===== config.mk =====
export PLATFORM = sky130hd
export DESIGN_NAME = mult_tree_pipe
export DESIGN_NICKNAME = d
export VERILOG_FILES = /design/src/rtl/mult_tree_pipe_pkg.sv /design/src/rtl/mult_tree_pipe_tree_level.sv /design/src/rtl/mult_tree_pipe.sv
export SDC_FILE = /design/constraint.sdc
export NUM_CORES = 1
export LEC_CHECK = 0
export CAP_MARGIN = 20
export CORE_ASPECT_RATIO = 1.75
export CORE_MARGIN = 8
export CORE_UTILIZATION = 42
export DETAILED_ROUTE_END_ITERATION = 10
export HOLD_SLACK_MARGIN = 0.08
export PLACE_DENSITY_LB_ADDON = 0.15
export SLEW_MARGIN = 20
export SYNTH_ARGS = -nofsm -noshare
export SYNTH_HDL_FRONTEND = slang
export SYNTH_HIERARCHICAL = 1
export SYNTH_SLANG_ARGS = --single-unit

===== constraint.sdc =====
create_clock -name clk -period 3.6 [get_ports clk]
set_input_delay 0.72 -clock clk [delete_from_list [all_inputs] [get_ports clk]]
set_output_delay 0.72 -clock clk [all_outputs]
set_load 0.005 [all_outputs]

===== src/rtl/mult_tree_pipe_pkg.sv =====
// Shared types and partial-product generation for the pipelined tree multiplier.
// Helpers are sized for the widest supported operand and take the active width as an argument.
package mult_pkg;

  localparam int MAX_W = 32;

  typedef enum logic {
    MODE_UNSIGNED = 1'b0,
    MODE_SIGNED   = 1'b1
  } mult_mode_e;

  typedef logic [2*MAX_W-1:0]            ppWord_t;
  typedef logic [MAX_W-1:0][2*MAX_W-1:0] ppArray_t;

  // Row i of the long multiplication; in signed mode the top row of b carries negative weight.
  function automatic ppWord_t pp_term(input logic [MAX_W-1:0] a,
                                      input logic [MAX_W-1:0] b,
                                      input logic             isSigned,
                                      input int               width,
                                      input int               i);
    logic [MAX_W-1:0] aTop;
    logic [MAX_W-1:0] bSel;
    ppWord_t          lowMask;
    ppWord_t          aExt;
    ppWord_t          shifted;
    aTop    = a >> (width - 1);
    bSel    = b >> i;
    lowMask = (ppWord_t'(1) << width) - ppWord_t'(1);
    aExt    = ppWord_t'(a) & lowMask;
    if (isSigned && aTop[0]) aExt = aExt | ~lowMask;
    shifted = aExt << i;
    if (!bSel[0]) pp_term = '0;
    else if (isSigned && (i == width - 1)) pp_term = -shifted;
    else pp_term = shifted;
  endfunction

  function automatic ppArray_t pp_gen(input logic [MAX_W-1:0] a,
                                      input logic [MAX_W-1:0] b,
                                      input logic             isSigned,
                                      input int               width);
    ppArray_t rows;
    rows = '0;
    for (int i = 0; i < MAX_W; i++) begin
      if (i < width) rows[i] = pp_term(a, b, isSigned, width, i);
    end
    return rows;
  endfunction

endpackage


===== src/rtl/mult_tree_pipe_tree_level.sv =====
// One register stage of the adder tree: N_IN words in, N_IN/2 registered pair sums out.
module tree_level #(
  parameter int N_IN = 2,
  parameter int W    = 16
) (
  input  logic                     clk,
  input  logic                     rst_n,
  input  logic                     adv_i,
  input  logic                     valid_i,
  input  logic                     signed_i,
  input  logic [N_IN-1:0][W-1:0]   data_i,
  output logic                     valid_o,
  output logic                     signed_o,
  output logic [N_IN/2-1:0][W-1:0] data_o
);

  logic [N_IN/2-1:0][W-1:0] sum_d;
  logic [N_IN/2-1:0][W-1:0] sum_q;
  logic                     valid_q;
  logic                     signed_q;

  // Sums wrap at W bits; the full product always fits so nothing is lost.
  always_comb begin
    sum_d = '0;
    for (int j = 0; j < N_IN/2; j++) begin
      sum_d[j] = data_i[2*j] + data_i[2*j+1];
    end
  end

  always_ff @(posedge clk or negedge rst_n) begin
    if (!rst_n) begin
      sum_q    <= '0;
      valid_q  <= 1'b0;
      signed_q <= 1'b0;
    end else if (adv_i) begin
      sum_q    <= sum_d;
      valid_q  <= valid_i;
      signed_q <= signed_i;
    end
  end

  assign data_o   = sum_q;
  assign valid_o  = valid_q;
  assign signed_o = signed_q;

endmodule


===== src/rtl/mult_tree_pipe.sv =====
// Fully pipelined WIDTH x WIDTH multiplier: operand register, then one adder-tree stage per level.
// A single global advance signal moves every stage together, so a stalled output freezes the pipe.
module mult_tree_pipe
  import mult_pkg::*;
#(
  parameter int WIDTH = 8
) (
  input  logic               clk,
  input  logic               rst_n,
  input  logic               in_valid,
  output logic               in_ready,
  input  logic [WIDTH-1:0]   in_a,
  input  logic [WIDTH-1:0]   in_b,
  input  logic               in_signed,
  output logic               out_valid,
  input  logic               out_ready,
  output logic [2*WIDTH-1:0] out_p,
  output logic               out_signed
);

  localparam int LEVELS = $clog2(WIDTH);

  logic       adv;
  logic       stageValid_d;
  logic       stageValid_q;
  logic [WIDTH-1:0] opA_d;
  logic [WIDTH-1:0] opA_q;
  logic [WIDTH-1:0] opB_d;
  logic [WIDTH-1:0] opB_q;
  mult_mode_e mode_d;
  mult_mode_e mode_q;

  logic [WIDTH-1:0][2*WIDTH-1:0]   pp;
  logic [2*WIDTH-2:0][2*WIDTH-1:0] nodes;
  logic [LEVELS:0]                 vld;
  logic [LEVELS:0]                 sgn;

  assign adv      = !out_valid || out_ready;
  assign in_ready = adv;

  // A cycle that advances without an accept loads a bubble into stage 0.
  assign stageValid_d = in_valid;
  assign opA_d        = in_a;
  assign opB_d        = in_b;
  assign mode_d       = mult_mode_e'(in_signed);

  always_ff @(posedge clk or negedge rst_n) begin
    if (!rst_n) begin
      stageValid_q <= 1'b0;
      opA_q        <= '0;
      opB_q        <= '0;
      mode_q       <= MODE_UNSIGNED;
    end else if (adv) begin
      stageValid_q <= stageValid_d;
      opA_q        <= opA_d;
      opB_q        <= opB_d;
      mode_q       <= mode_d;
    end
  end

  always_comb begin
    pp = '0;
    for (int i = 0; i < WIDTH; i++) begin
      pp[i] = (2*WIDTH)'(pp_term(MAX_W'(opA_q), MAX_W'(opB_q), mode_q == MODE_SIGNED, WIDTH, i));
    end
  end

  // nodes holds every tree level back to back: WIDTH partial products, then WIDTH/2 sums, ...
  assign nodes[WIDTH-1:0] = pp;
  assign vld[0]           = stageValid_q;
  assign sgn[0]           = mode_q;

  for (genvar k = 1; k <= LEVELS; k++) begin : g_level
    localparam int N_IN    = WIDTH >> (k - 1);
    localparam int IN_OFF  = 2*WIDTH - 2*N_IN;
    localparam int OUT_OFF = 2*WIDTH - N_IN;

    tree_level #(
      .N_IN(N_IN),
      .W   (2*WIDTH)
    ) u_level (
      .clk     (clk),
      .rst_n   (rst_n),
      .adv_i   (adv),
      .valid_i (vld[k-1]),
      .signed_i(sgn[k-1]),
      .data_i  (nodes[IN_OFF+N_IN-1:IN_OFF]),
      .valid_o (vld[k]),
      .signed_o(sgn[k]),
      .data_o  (nodes[OUT_OFF+N_IN/2-1:OUT_OFF])
    );
  end

  assign out_p      = nodes[2*WIDTH-2];
  assign out_valid  = vld[LEVELS];
  assign out_signed = sgn[LEVELS];

endmodule


-- After elaboration in Yosys (flattened, before gate mapping)
Cells that the tools add are included.
- word-level logic and storage cells: 38
- output and inout bits: 19
- flip-flop bits (word level): 136
- reductions and logical operators: 3
- muxes and demuxes: 10
- add/subtract/negate cells: 8
- operator list (kind ; number):
    $mux 16 ; 10
    $add 16x16->16 ; 7
    $neg 16->16 ; 1
    $logic_and 1x1->1 ; 1
    $logic_not 1->1 ; 1
    $logic_or 1x1->1 ; 1

-- Logic depth before layout (Yosys ltp)
Gate-level depths: netlist of the first run.
- depth after elaboration: 6
- mapped depth: 13
- depth with buffers taken out: 12

-- Modules after synthesis
The synthesis of the first run kept the hierarchy.
- modules (own cells, without submodules) (module ; cells each ; seq. area each (µm²) ; times used ; area an instance (µm²)):
    tree_level (g_level[1].u_level) ; 562 ; 1651.6 ; 1 ; 5330.1
    tree_level (g_level[2].u_level) ; 255 ; 850.8 ; 1 ; 2596.2
    tree_level (g_level[3].u_level) ; 151 ; 450.4 ; 1 ; 1407.6
    mult_tree_pipe ; 153 ; 450.4 ; 1 ; 1385.1

-- Least setup slack after synthesis of the first run
No wires, ideal clock.
- path kind: register to register
- from: register opA_q[1]
- to: register g_level[1].u_level.sum_q (netlist bit g_level[1].u_level/data_o[62])
- data required time: 3.475 ns
- stages on the path, launching flop included: 14
- arrival: 2.773 ns
- setup slack: 0.703 ns
- setup time: 0.125 ns
- cells stage by stage: dfrtp_1 -> clkbuf_1 -> inv_1 -> ha_1 -> or3_1 -> a21oi_1 -> ha_1 -> clkbuf_1 -> a21oi_1 -> o21ai_0 -> a221o_1 -> a21oi_1 -> xnor2_1 -> mux2_2
- RTL lines (item ; RTL line ; text):
    from (decl) ; mult_tree_pipe.sv:27 ; logic [WIDTH-1:0] opA_q;
    from (signal assigned) ; mult_tree_pipe.sv:55 ; opA_q <= opA_d;
    to (signal assigned) ; mult_tree_pipe_tree_level.sv:36 ; sum_q <= sum_d;
    to (decl) ; mult_tree_pipe_tree_level.sv:18 ; logic [N_IN/2-1:0][W-1:0] sum_q;

==> results of run 1 <==
-- synthesized netlist by cell type, types with 9 or more instances --
master	number	area share
a211oi_1	13	0.0091
a21o_1	32	0.022
a21oi_1	93	0.043
a31oi_1	15	0.0088
and2_1	60	0.035
clkbuf_1	25	0.0088
dfrtp_1	136	0.32
ha_1	106	0.12
inv_1	32	0.011
mux2_2	86	0.090
mux2_4	9	0.013
nand2_1	71	0.025
nand3_1	29	0.014
nand4_1	20	0.012
nor2_1	54	0.019
nor2b_1	9	0.0053
nor3_1	18	0.0084
o21ai_0	45	0.021
o21bai_1	14	0.0098
xnor2_1	49	0.040
xor2_1	32	0.026
-- cells by family after synthesis --
logic type,Yosys count
AND/OR/NAND/NOR,310
AO/OA/AOI/OAI,299
flip-flops,136
adder cells (fa/ha/maj),113
multiplexers,103
XOR/XNOR,81
buffers and inverters,78
other,1
-- registers in the layout, indices dropped and copies added, names as in the netlist --
signal,count
g_level.u_level/signed_o,3
g_level.u_level/valid_o,3
mode_q,1
opB_q,8
g_level.u_level/data_o,112
opA_q,8
stageValid_q,1
-- cell type report --
cell class,instances,share of cell area
repair buffers,46,0.0377
clock buffers,21,0.0388
inverters,35,0.0113
clock inverters,11,0.0119
flip-flops and latches,136,0.281
well taps,316,0.0326
multi-input cells,940,0.587
-- stage by stage --
| stage | power, W | instances | utilization |
|---|---|---|---|
| after global placement | 0.00978 | 1473 | 0.457 |
| after detailed placement | 0.00987 | 1473 | 0.457 |
| after floorplan | 0.00816 | 1154 | - |
| final | 0.0117 | 1505 | 0.482 |
| after global routing | 0.0127 | 1505 | 0.482 |
| after CTS | 0.0118 | 1505 | 0.482 |
-- critical path: cells and delay by family, from the launching register on --
| kind | cells | cell delay, ns |
|---|---|---|
| flip-flops | 1 | 0.52 |
| XOR/XNOR | 1 | 0.08 |
| buffers and inverters | 1 | 0.13 |
| multiplexers | 1 | 0.25 |
| adder cells (fa/ha/maj) | 2 | 0.58 |
| AO/OA/AOI/OAI | 5 | 1.02 |
| AND/OR/NAND/NOR | 1 | 0.37 |
-- cells in the final DEF (no fill, tap or decap), types with 15 or more instances in the layout --
cell type        instances
clkdlybuf4s50_1         38
nor3_1                  18
clkbuf_16               17
nand2_1                 71
xor2_1                  32
and2_1                  60
a31oi_1                 15
o21ai_0                 45
nand4_1                 20
dfrtp_1                136
nor2_1                  54
a21o_1                  32
a21oi_1                 93
xnor2_1                 49
mux2_2                  86
ha_1                   106
nand3_1                 29
inv_1                   32
conb_1                  34
-- metal layers --
metal / GRT usage / up-vias
met5: 0 / -
met4: 0.0929 / 2
met3: 0.0300 / 53
met2: 0.300 / 124
met1: 0.189 / 3866
li1: - / 4198
-- power by group --
part	switching [W]	internal (W)	total, W
Combinational	0.00358	0.00334	0.00692
Clock	0.000682	0.00114	0.00183
Sequential	0.000638	0.00229	0.00293
-- worst min-delay path by stage --
stage | endpoint | slack (ns)
after global placement | g_level[1].u_level/data_o[20] | 0.47
after CTS | g_level[2].u_level/data_o[15] | 0.30
final | g_level[2].u_level/data_o[15] | 0.30
after detailed placement | g_level[1].u_level/data_o[45] | 0.48
after global routing | g_level[2].u_level/data_o[15] | 0.34
after floorplan | g_level[1].u_level/data_o[0] | 0.42
==> results by group, run 1 <==
Synth
  • Main combinational cell family by area after synthesis: compound AO/OA/AOI/OAI gates
  • Mapped cell area: around 11000 sq um
  • Mux cell area share after synthesis: 0.110
  • Avg Inst Size Synth: 9.56 sq um
  • Sequential fraction of the synthesis area: 0.317
  • Post-Syn Instances: around 1100
  • Top_reg_cell synth: dfrtp_1
  • Synth Area in Simple Gates: 0.151
  • XOR/XNOR share of the synthesized area: 0.0662
  • #FFs+latches synth: 136
  • Compound-gate portion of the synthesized area: 0.187
  • Post-synth ARST share: 1.00
  • Adder-cell area share of the yosys netlist: 0.137
  • Post-synth EDFFs: 0
  • Yosys cell types: between 70 and 80
  • Synth Warn #: 6

Clock network
  • CTS tree: yes
  • Worst skew pair latency: 0.44 ns
  • Post CTS Setup Buffer Count: 0
  • CTS Sinks: 136
  • Clock tree buffer depth: 2
  • Clock Tree Root: clkbuf_16
  • H-Tree Level Count: 4
  • Cts repair resizes: 0
  • Clock-pin slew on the worst setup and hold paths: 0.06 ns
  • Post-CTS Hold Fix Bufs: 0
  • Total CTS buffers: 17

Cells and area
  • Final instance area: 12100 sq um
  • Share of post-route cells with drive strength above 1: 0.140
  • Ant diodes: 0
  • Seq. cell area: 3400 sq um
  • Footprint of the multi-input gates: 7100 sq um
  • Area Growth Syn to Fin: 13.0%
  • # fillers: about 2400
  • Final nets: approximately 1300

GRT
  • Vias in the first global route: 8126
  • GRT Util Overall: 0.170
  • Largest net degree at the start of global routing: slightly above 70
  • Initial antenna violation count: 1
  • Residual overflow from global routing: 0
  • First-pass GRT wire length: 41400 um

Worst setup path
  • Worst Path Class, Setup: register to register
  • CP max FO: 10
  • Critical Path Start: opA_q[0]
  • RR Endpoint: g_level[1].u_level/data_o[62]
  • CP arrival: around 3.4 ns
  • CP Cell Sequence: inv_1 > ha_1 > or3_1 > a21oi_1 > ha_1 > a21oi_1 > o21ai_0 > a221o_1 > a21oi_1 > xnor2_1 > mux2_2
  • Setup slack, reg-to-reg: 0.54 ns
  • Type of origin of the critical path: register
  • Critical Path Sink: g_level[1].u_level/data_o[62]
  • Critical path required time: between 3 and 4 ns
  • Nature of the critical path endpoint: register
  • Worst r2r path cells: 11
  • Top cell by count, worst path: a21oi_1
  • CP max-delay cell: dfrtp_1
  • Worst r2r src: opA_q[0]
  • CP max stage delay: 0.52 ns

Placed design
  • DP Worst Slack: 0.565 ns
  • Gpl congestion: around 0.86
  • Post-DP Area: 11500 sq um
  • # port buffers: 39
  • Dpl hpwl: just under 20000 um

Floorplanning
  • Die area: between 30000 and 40000 sq um
  • Die Y: 227 um
  • Ports: 40
  • Die Wd: 137 um
  • Starting Density: 0.426
  • Rows: 77
  • Core box area: 25100 sq um

Routing
  • Iter 0 DRT Violations: 448
  • Drc violations: 0
  • Max layer used: met5
  • Metal3 WL: between 600 and 700 um
  • Drt pass-1 iters: 4
  • DRT antenna net count: 0
  • Via/cell ratio: 5.48
  • Vias: 8243
  • Post-DR wirelength/cell: between 15 and 20 um
  • Wl on met1: 10500 um
  • WL final: 25300 um
  • DR WL met2: ~13000 um

STA
  • RSZ-0062 raised after global routing: false
  • Endpoints failing setup: 0
  • Total negative setup slack: 0 ns
  • Layout Skew: 0.00973 ns
  • Slew @ Worst Pin: 0.798 ns
  • Final min period: 3.06 ns
  • Final setup margin: about 0.54 ns
  • Max-slew violations: 0
  • Min Hold Slack: between 0.2 and 0.3 ns
  • Rel. slew slack: 0.468
  • Achievable Freq: 0.327 GHz
  • Crit share post-route: 0.849
  • Final hold vios: 0

Run
  • Max_cap viols: 0

Power and ir drop
  • Pwr/cell area: 964 nW/um^2
  • VDD IR max: 0.000420 V
  • LEAKAGE: approximately 5.6 nW

Worst hold path
  • Hold Crit Class: input port to asynchronous set/reset pin

Run status
  • Outcome: finished clean
(Power assumes the default switching activity.)
==> inputs of run 2 (changes only) <==
- clock period: 3.6 -> 3.2 ns (I/O delays scaled with it)
==> run 2 against run 1 <==
Critical path depth down 1. Clock power increased by 5%. Critical path type unchanged. Maximum frequency grew 7.2%.
==> results by group, run 2 (synthesis gave the netlist of run 1 again) <==
Power and ir drop
  • Power share of the combinational group: 0.598 (was 0.593)
  • Clock Power Share: 0.148 (was 0.156)
  • LEAKAGE: 5.56 nW (about the same)
  • Total power: 0.0130 W (was 0.0117 W)
  • Pwr/cell area: 1080 nW/um^2 (was 964 nW/um^2)
  • VDD IR max: 0.000482 V (was 0.000420 V)
  • Net load switching power: 0.00547 W (was 0.00490 W)
  • Sequential share of power: 0.254 (was 0.251)
  • Int Power: 0.00755 W (was 0.00677 W)
  • Sw Share: 0.420 (about the same)

Routing
  • Iter 0 DRT Violations: 421 (was 448)
  • Drc violations: 0 (unchanged)
  • Post-DR wirelength/cell: 16.9 um (was 16.8 um)
  • DRT antenna net count: 0 (unchanged)
  • Drt pass-1 iters: 5 (was 4)
  • Vias: 8315 (was 8243)
  • WL final: 25500 um (was 25300 um)
  • Via/cell ratio: 5.52 (was 5.48)

STA
  • Achievable Freq: 0.351 GHz (was 0.327 GHz)
  • Layout Skew: 0.00717 ns (was 0.00973 ns)
  • Max-slew violations: 0 (unchanged)
  • Endpoints failing setup: 0 (unchanged)
  • RSZ-0062 raised after global routing: false (unchanged)
  • Final min period: 2.85 ns (was 3.06 ns)
  • Rel. slew slack: 0.555 (was 0.468)
  • Slew @ Worst Pin: 0.668 ns (was 0.798 ns)
  • Final hold vios: 0 (unchanged)
  • Crit share post-route: 0.891 (was 0.849)
  • Min Hold Slack: 0.161 ns (was 0.299 ns)
  • Total negative setup slack: 0 ns (unchanged)

Cells and area
  • Most frequent cells in the layout: 136 x dfrtp_1, 106 x ha_1, 93 x a21oi_1 (unchanged)
  • Footprint of the multi-input gates: 7100 sq um (unchanged)
  • Final nets: 1311 (was 1310)
  • Ant diodes: 0 (unchanged)
  • # fillers: 2439 (was 2427)
  • Largest register FFs: 112 (unchanged)
  • Final instance area: 12100 sq um (about the same)
  • Core Util, Final: 0.481 (was 0.482)
  • Commonest non-fill, non-tap cell in the layout: dfrtp_1 (unchanged)
  • Seq. cell area: 3400 sq um (unchanged)
  • Area Growth Syn to Fin: 12.8% (was 13.0%)
  • Share of post-route cells with drive strength above 1: 0.139 (was 0.140)

GRT
  • Vias in the first global route: 8244 (was 8126)
  • Initial antenna violation count: 0 (was 1)
  • Residual overflow from global routing: 0 (unchanged)
  • Largest net degree at the start of global routing: 62 (was 71)
  • First-pass GRT wire length: 42000 um (was 41400 um)
  • GRT Util Overall: 0.172 (was 0.170)

Worst setup path
  • CP arrival: 3.16 ns (was 3.38 ns)
  • CP max FO: 11 (was 10)
  • Type of origin of the critical path: register (unchanged)
  • Worst Path Class, Setup: register to register (unchanged)
  • Top cell by count, worst path: a21oi_1 (unchanged)
  • Top delay family on crit path: compound AO/OA/AOI/OAI gates (unchanged)
  • CP Cell Sequence: inv_6 > or3_1 > a21oi_1 > ha_1 > a21oi_1 > o21ai_0 > a221o_1 > a21oi_1 > xnor2_1 > mux2_2 (was inv_1 > ha_1 > or3_1 > a21oi_1 > ha_1 > a21oi_1 > o21ai_0 > a221o_1 > a21oi_1 > xnor2_1 > mux2_2)
  • CP max-delay cell: dfrtp_1 (unchanged)
  • Nature of the critical path endpoint: register (unchanged)
  • Critical path required time: 3.51 ns (was 3.92 ns)
  • Buf+Inv Stages, Crit Path: 1 (unchanged)
  • CP max stage delay: 0.65 ns (was 0.52 ns)

Clock network
  • Worst skew pair latency: 0.43 ns (was 0.44 ns)
  • Clock tree buffer depth: 2 (unchanged)
  • CTS tree: yes (unchanged)
  • Cts repair resizes: 0 (unchanged)
  • Clock-pin slew on the worst setup and hold paths: 0.06 ns (about the same)
  • H-Tree Level Count: 4 (unchanged)
  • Total CTS buffers: 17 (unchanged)
  • Post CTS Setup Buffer Count: 0 (unchanged)
  • CTS Sinks: 136 (unchanged)
  • Post-CTS Hold Fix Bufs: 0 (unchanged)
  • Clock Tree Root: clkbuf_16 (unchanged)

Floorplanning
  • Die Y: 227 um (unchanged)
  • Die area: 31100 sq um (unchanged)
  • Rows: 77 (unchanged)
  • Core box area: 25100 sq um (unchanged)
  • Ports: 40 (unchanged)
  • Die Wd: 137 um (unchanged)
  • Starting Density: 0.426 (unchanged)

Placed design
  • # port buffers: 39 (unchanged)
  • Gpl congestion: 0.865 (was 0.857)
  • Post-DP Area: 11500 sq um (about the same)
  • Dpl hpwl: 20000 um (was 19800 um)

Run status
  • Outcome: finished clean (unchanged)

Worst hold path
  • Hold Crit Class: input port to asynchronous set/reset pin (unchanged)

Run
  • Max_cap viols: 0 (unchanged)
run 2: stage by stage:
stage          worst slack (ns)  cells
6_report                  0.347   1506
5_1_grt                   0.180   1506
4_1_cts                   0.389   1506
3_5_place_dp              0.411   1474
3_3_place_gp              0.432   1474
2_1_floorplan             0.303   1154
run 2: power groups by stage:
stage / combinational [W] / sequential (W) / clock [W]
6_report: 0.00779 / 0.00331 / 0.00193
4_1_cts: 0.00781 / 0.00333 / 0.00200
3_5_place_dp: 0.00776 / 0.00336 / 0
3_3_place_gp: 0.00769 / 0.00333 / 0
2_1_floorplan: 0.00620 / 0.00298 / 0
5_1_grt: 0.00870 / 0.00342 / 0.00207
run 2: per-layer routing:
layer	routed length (um)	global-route usage	share of wire	vias to the layer above
li1	-	-	-	4189
met4	918	0.0869	0.036	0
met2	13200	0.302	0.52	135
met1	10700	0.195	0.42	3947
met3	705	0.0272	0.028	44
met5	0	0	0	-
run 2: cell type report:
type,count,area share
well taps,316,0.0327
inverters,35,0.0113
flip-flops and latches,136,0.281
multi-input cells,940,0.588
clock buffers,23,0.0395
repair buffers,47,0.0394
clock inverters,9,0.00807
run 2: final timing paths:
kind	startpoint	to	slack (ns)	cells past startpoint
worst max register to register	mode_q	g_level[1].u_level/data_o[62]	0.35	10
worst min-delay path	rst_n	g_level[2].u_level/data_o[11]	0.16	1
max in group asynchronous	rst_n	g_level[1].u_level/data_o[20]	2.29	2
worst max-delay path	mode_q	g_level[1].u_level/data_o[62]	0.35	10
min in group clk	g_level[1].u_level/data_o[12]	g_level[1].u_level/data_o[12]	0.49	2
worst min register to register	g_level[1].u_level/data_o[12]	g_level[1].u_level/data_o[12]	0.49	2
run 2: worst reg2reg max path, cell delays in order (launching register included):
cell and delay, ns:
dfrtp_1 0.65, inv_6 0.08, or3_1 0.32, a21oi_1 0.15, ha_1 0.33, a21oi_1 0.21, o21ai_0 0.14, a221o_1 0.31
a21oi_1 0.21, xnor2_1 0.08, mux2_2 0.26
==> inputs of run 3 (changes only) <==
- ABC_AREA: not set -> 1
- ABC_CLOCK_PERIOD_IN_PS: not set -> 3200
==> run 3 against run 2 <==
Area after synthesis rose by 13%. Power hardly changed. Combinational power fell by 1%. Die area increased by 12%. Hold slack better by 0.068 ns. Design area increased by 12%. Clock power rose by 4%. Critical path depth grew 1. Synthesized cell count is 72% higher. Critical path type unchanged.
==> results by group, run 3 <==
Cells and area
  • Most frequent cells in the layout: 827 x nand2_1, 323 x inv_1, 136 x dfrtp_1 (was 136 x dfrtp_1, 106 x ha_1, 93 x a21oi_1)
  • Final nets: 2121 (was 1311)
  • Share of post-route cells with drive strength above 1: 0.0525 (was 0.139)
  • Area Growth Syn to Fin: 12.0% (was 12.8%)
  • Ant diodes: 0 (unchanged)
  • Largest register FFs: 112 (unchanged)
  • Commonest non-fill, non-tap cell in the layout: nand2_1 (was dfrtp_1)
  • # fillers: 3165 (was 2439)
  • Footprint of the multi-input gates: 7320 sq um (was 7100 sq um)
  • Seq. cell area: 3400 sq um (unchanged)

Worst setup path
  • CP max FO: 10 (was 11)
  • Worst Path Class, Setup: register to register (unchanged)
  • Type of origin of the critical path: register (unchanged)
  • Critical path required time: 3.53 ns (was 3.51 ns)
  • Nature of the critical path endpoint: register (unchanged)
  • CP arrival: 3.04 ns (was 3.16 ns)

STA
  • Total negative setup slack: 0 ns (unchanged)
  • Layout Skew: 0.00864 ns (was 0.00717 ns)
  • RSZ-0062 raised after global routing: false (unchanged)
  • Crit share post-route: 0.847 (was 0.891)
  • Final hold vios: 0 (unchanged)
  • Endpoints failing setup: 0 (unchanged)
  • Max-slew violations: 0 (unchanged)
  • Final min period: 2.71 ns (was 2.85 ns)
  • Rel. slew slack: 0.522 (was 0.555)
  • Slew @ Worst Pin: 0.716 ns (was 0.668 ns)
  • Achievable Freq: 0.369 GHz (was 0.351 GHz)
  • Final setup margin: 0.491 ns (was 0.347 ns)

Floorplanning
  • Die Wd: 144 um (was 137 um)
  • Starting Density: 0.424 (was 0.426)
  • Die Y: 241 um (was 227 um)
  • Rows: 82 (was 77)
  • Core box area: 28500 sq um (was 25100 sq um)
  • Ports: 40 (unchanged)
  • Die area: 34700 sq um (was 31100 sq um)

Synth
  • Most common cell in the netlist: nand2_1 (was dfrtp_1)
  • Post-Syn Instances: 1932 (was 1121)
  • Sequential fraction of the synthesis area: 0.281 (was 0.317)
  • Yosys top cell area share: 0.281 (was 0.317)
  • Mapped cell area: 12100 sq um (was 10700 sq um)
  • Post-synth EDFFs: 0 (unchanged)
  • Yosys top cell by area: dfrtp_1 (unchanged)
  • Post-synth ARST share: 1.00 (unchanged)
  • Synth top area cells: dfrtp_1 28%, nand2_1 26%, ha_1 11% (was dfrtp_1 32%, ha_1 12%, mux2_2 9.0%)
  • Top_reg_cell synth: dfrtp_1 (unchanged)
  • Yosys cell types: 36 (was 78)
  • Synth Warn #: 6 (unchanged)
  • #FFs+latches synth: 136 (unchanged)
  • Most common library cells after synthesis: 828 x nand2_1, 324 x inv_1, 136 x dfrtp_1 (was 136 x dfrtp_1, 106 x ha_1, 93 x a21oi_1)
  • Avg Inst Size Synth: 6.26 sq um (was 9.56 sq um)

Clock network
  • Worst skew pair latency: 0.43 ns (about the same)
  • Post CTS Setup Buffer Count: 0 (unchanged)
  • Total CTS buffers: 17 (unchanged)
  • Clock Tree Root: clkbuf_16 (unchanged)
  • Post-CTS Hold Fix Bufs: 0 (unchanged)
  • CTS Sinks: 136 (unchanged)
  • H-Tree Level Count: 4 (unchanged)
  • CTS tree: yes (unchanged)
  • Clock tree buffer depth: 2 (unchanged)
  • Cts repair resizes: 0 (unchanged)
  • Clock-pin slew on the worst setup and hold paths: 0.06 ns (about the same)

Power and ir drop
  • Net load switching power: 0.00627 W (was 0.00547 W)
  • Clock Power Share: 0.154 (was 0.148)
  • Pwr/cell area: 960 nW/um^2 (was 1080 nW/um^2)
  • LEAKAGE: 8.29 nW (was 5.56 nW)
  • Sw Share: 0.482 (was 0.420)
  • VDD IR max: 0.000455 V (was 0.000482 V)
  • Int Power: 0.00675 W (was 0.00755 W)
  • Total power: 0.0130 W (about the same)
  • Power share of the combinational group: 0.593 (was 0.598)
  • Sequential share of power: 0.253 (was 0.254)

Worst hold path
  • Hold Crit Class: input port to asynchronous set/reset pin (unchanged)

Routing
  • Post-DR wirelength/cell: 13.5 um (was 16.9 um)
  • Vias: 11207 (was 8315)
  • Drc violations: 0 (unchanged)
  • Via/cell ratio: 4.71 (was 5.52)
  • Iter 0 DRT Violations: 548 (was 421)
  • WL final: 32200 um (was 25500 um)
  • Drt pass-1 iters: 5 (unchanged)
  • DRT antenna net count: 0 (unchanged)

Placed design
  • DP Worst Slack: 0.517 ns (was 0.411 ns)
  • Dpl hpwl: 25900 um (was 20000 um)
  • # port buffers: 39 (unchanged)
  • Gpl congestion: 0.904 (was 0.865)

GRT
  • Largest net degree at the start of global routing: 72 (was 62)
  • Initial antenna violation count: 0 (unchanged)
  • GRT Util Overall: 0.194 (was 0.172)
  • First-pass GRT wire length: 52700 um (was 42000 um)
  • Vias in the first global route: 10670 (was 8244)
  • Residual overflow from global routing: 0 (unchanged)

Run status
  • Outcome: finished clean (unchanged)

Run
  • Max_cap viols: 0 (unchanged)
run 3: cell type report:
type,count,share of cell area
timing repair buffer,47,0.0361
sequential,136,0.251
multi-input combinational,1448,0.540
tap,378,0.0349
inverter,337,0.0935
clock buffer,21,0.0354
clock inverter,11,0.00886
run 3: worst paths after layout:
kind / start / end / slack (ns) / depth (start not counted)
worst max-delay path: mode_q / g_level[1].u_level/data_o[13] / 0.49 / 11
worst min-delay path: rst_n / g_level[2].u_level/data_o[11] / 0.23 / 1
min in group clk: g_level[3].u_level/data_o[0] / g_level[3].u_level/data_o[0] / 0.47 / 2
worst max register to register: mode_q / g_level[1].u_level/data_o[13] / 0.49 / 11
max in group asynchronous: rst_n / mode_q / 2.11 / 2
worst min register to register: g_level[3].u_level/data_o[0] / g_level[3].u_level/data_o[0] / 0.47 / 2
run 3: metrics by stage:
stage	instances	utilization	hold WS (ns)	area, sq um
2_1_floorplan	1965	-	0.344	12200
3_3_place_gp	2346	0.454	0.457	13000
3_5_place_dp	2346	0.454	0.458	13000
4_1_cts	2378	0.475	0.242	13600
5_1_grt	2378	0.475	0.271	13600
6_report	2378	0.475	0.229	13600
run 3: power by group through the flow:
stage | sequential [W] | clock, W | combinational, W
after floorplan | 0.00293 | 0 | 0.00596
after global placement | 0.00331 | 0 | 0.00765
after detailed placement | 0.00333 | 0 | 0.00773
after CTS | 0.00331 | 0.00206 | 0.00778
after global routing | 0.00339 | 0.00213 | 0.00887
final | 0.00330 | 0.00201 | 0.00771
run 3: per-layer routing:
metal,track usage,wire length [um],vias up
met5,0,0,-
met4,0.0951,1300,0
met3,0.0261,831,45
met2,0.364,17100,152
met1,0.208,13000,5034
li1,-,-,5976
run 3: kinds of logic (layout without fill, tap and decap cells):
logic type / after synthesis / in the layout / synth area share
and+or+nand+nor: 1143 / 1143 / 0.394
other: 1 / 34 / 0.000310
buffers and inverters: 381 / 416 / 0.125
adders and majority gates: 113 / 113 / 0.121
DFF: 136 / 136 / 0.281
xor gates and xnor gates: 37 / 37 / 0.0268
muxes: 2 / 2 / 0.00186
AOI/OAI and AO/OA: 119 / 119 / 0.0498
run 3: worst max-delay path: stages (launching register included):
cell and delay [ns]:
dfrtp_1 0.55, nand2_1 0.31, nor2_1 0.59, ha_1 0.40
nand2_1 0.18, inv_1 0.06, nand2_1 0.06, nand2_1 0.05
a21oi_1 0.17, nand3_1 0.09, nand3_1 0.09, nand2_1 0.05
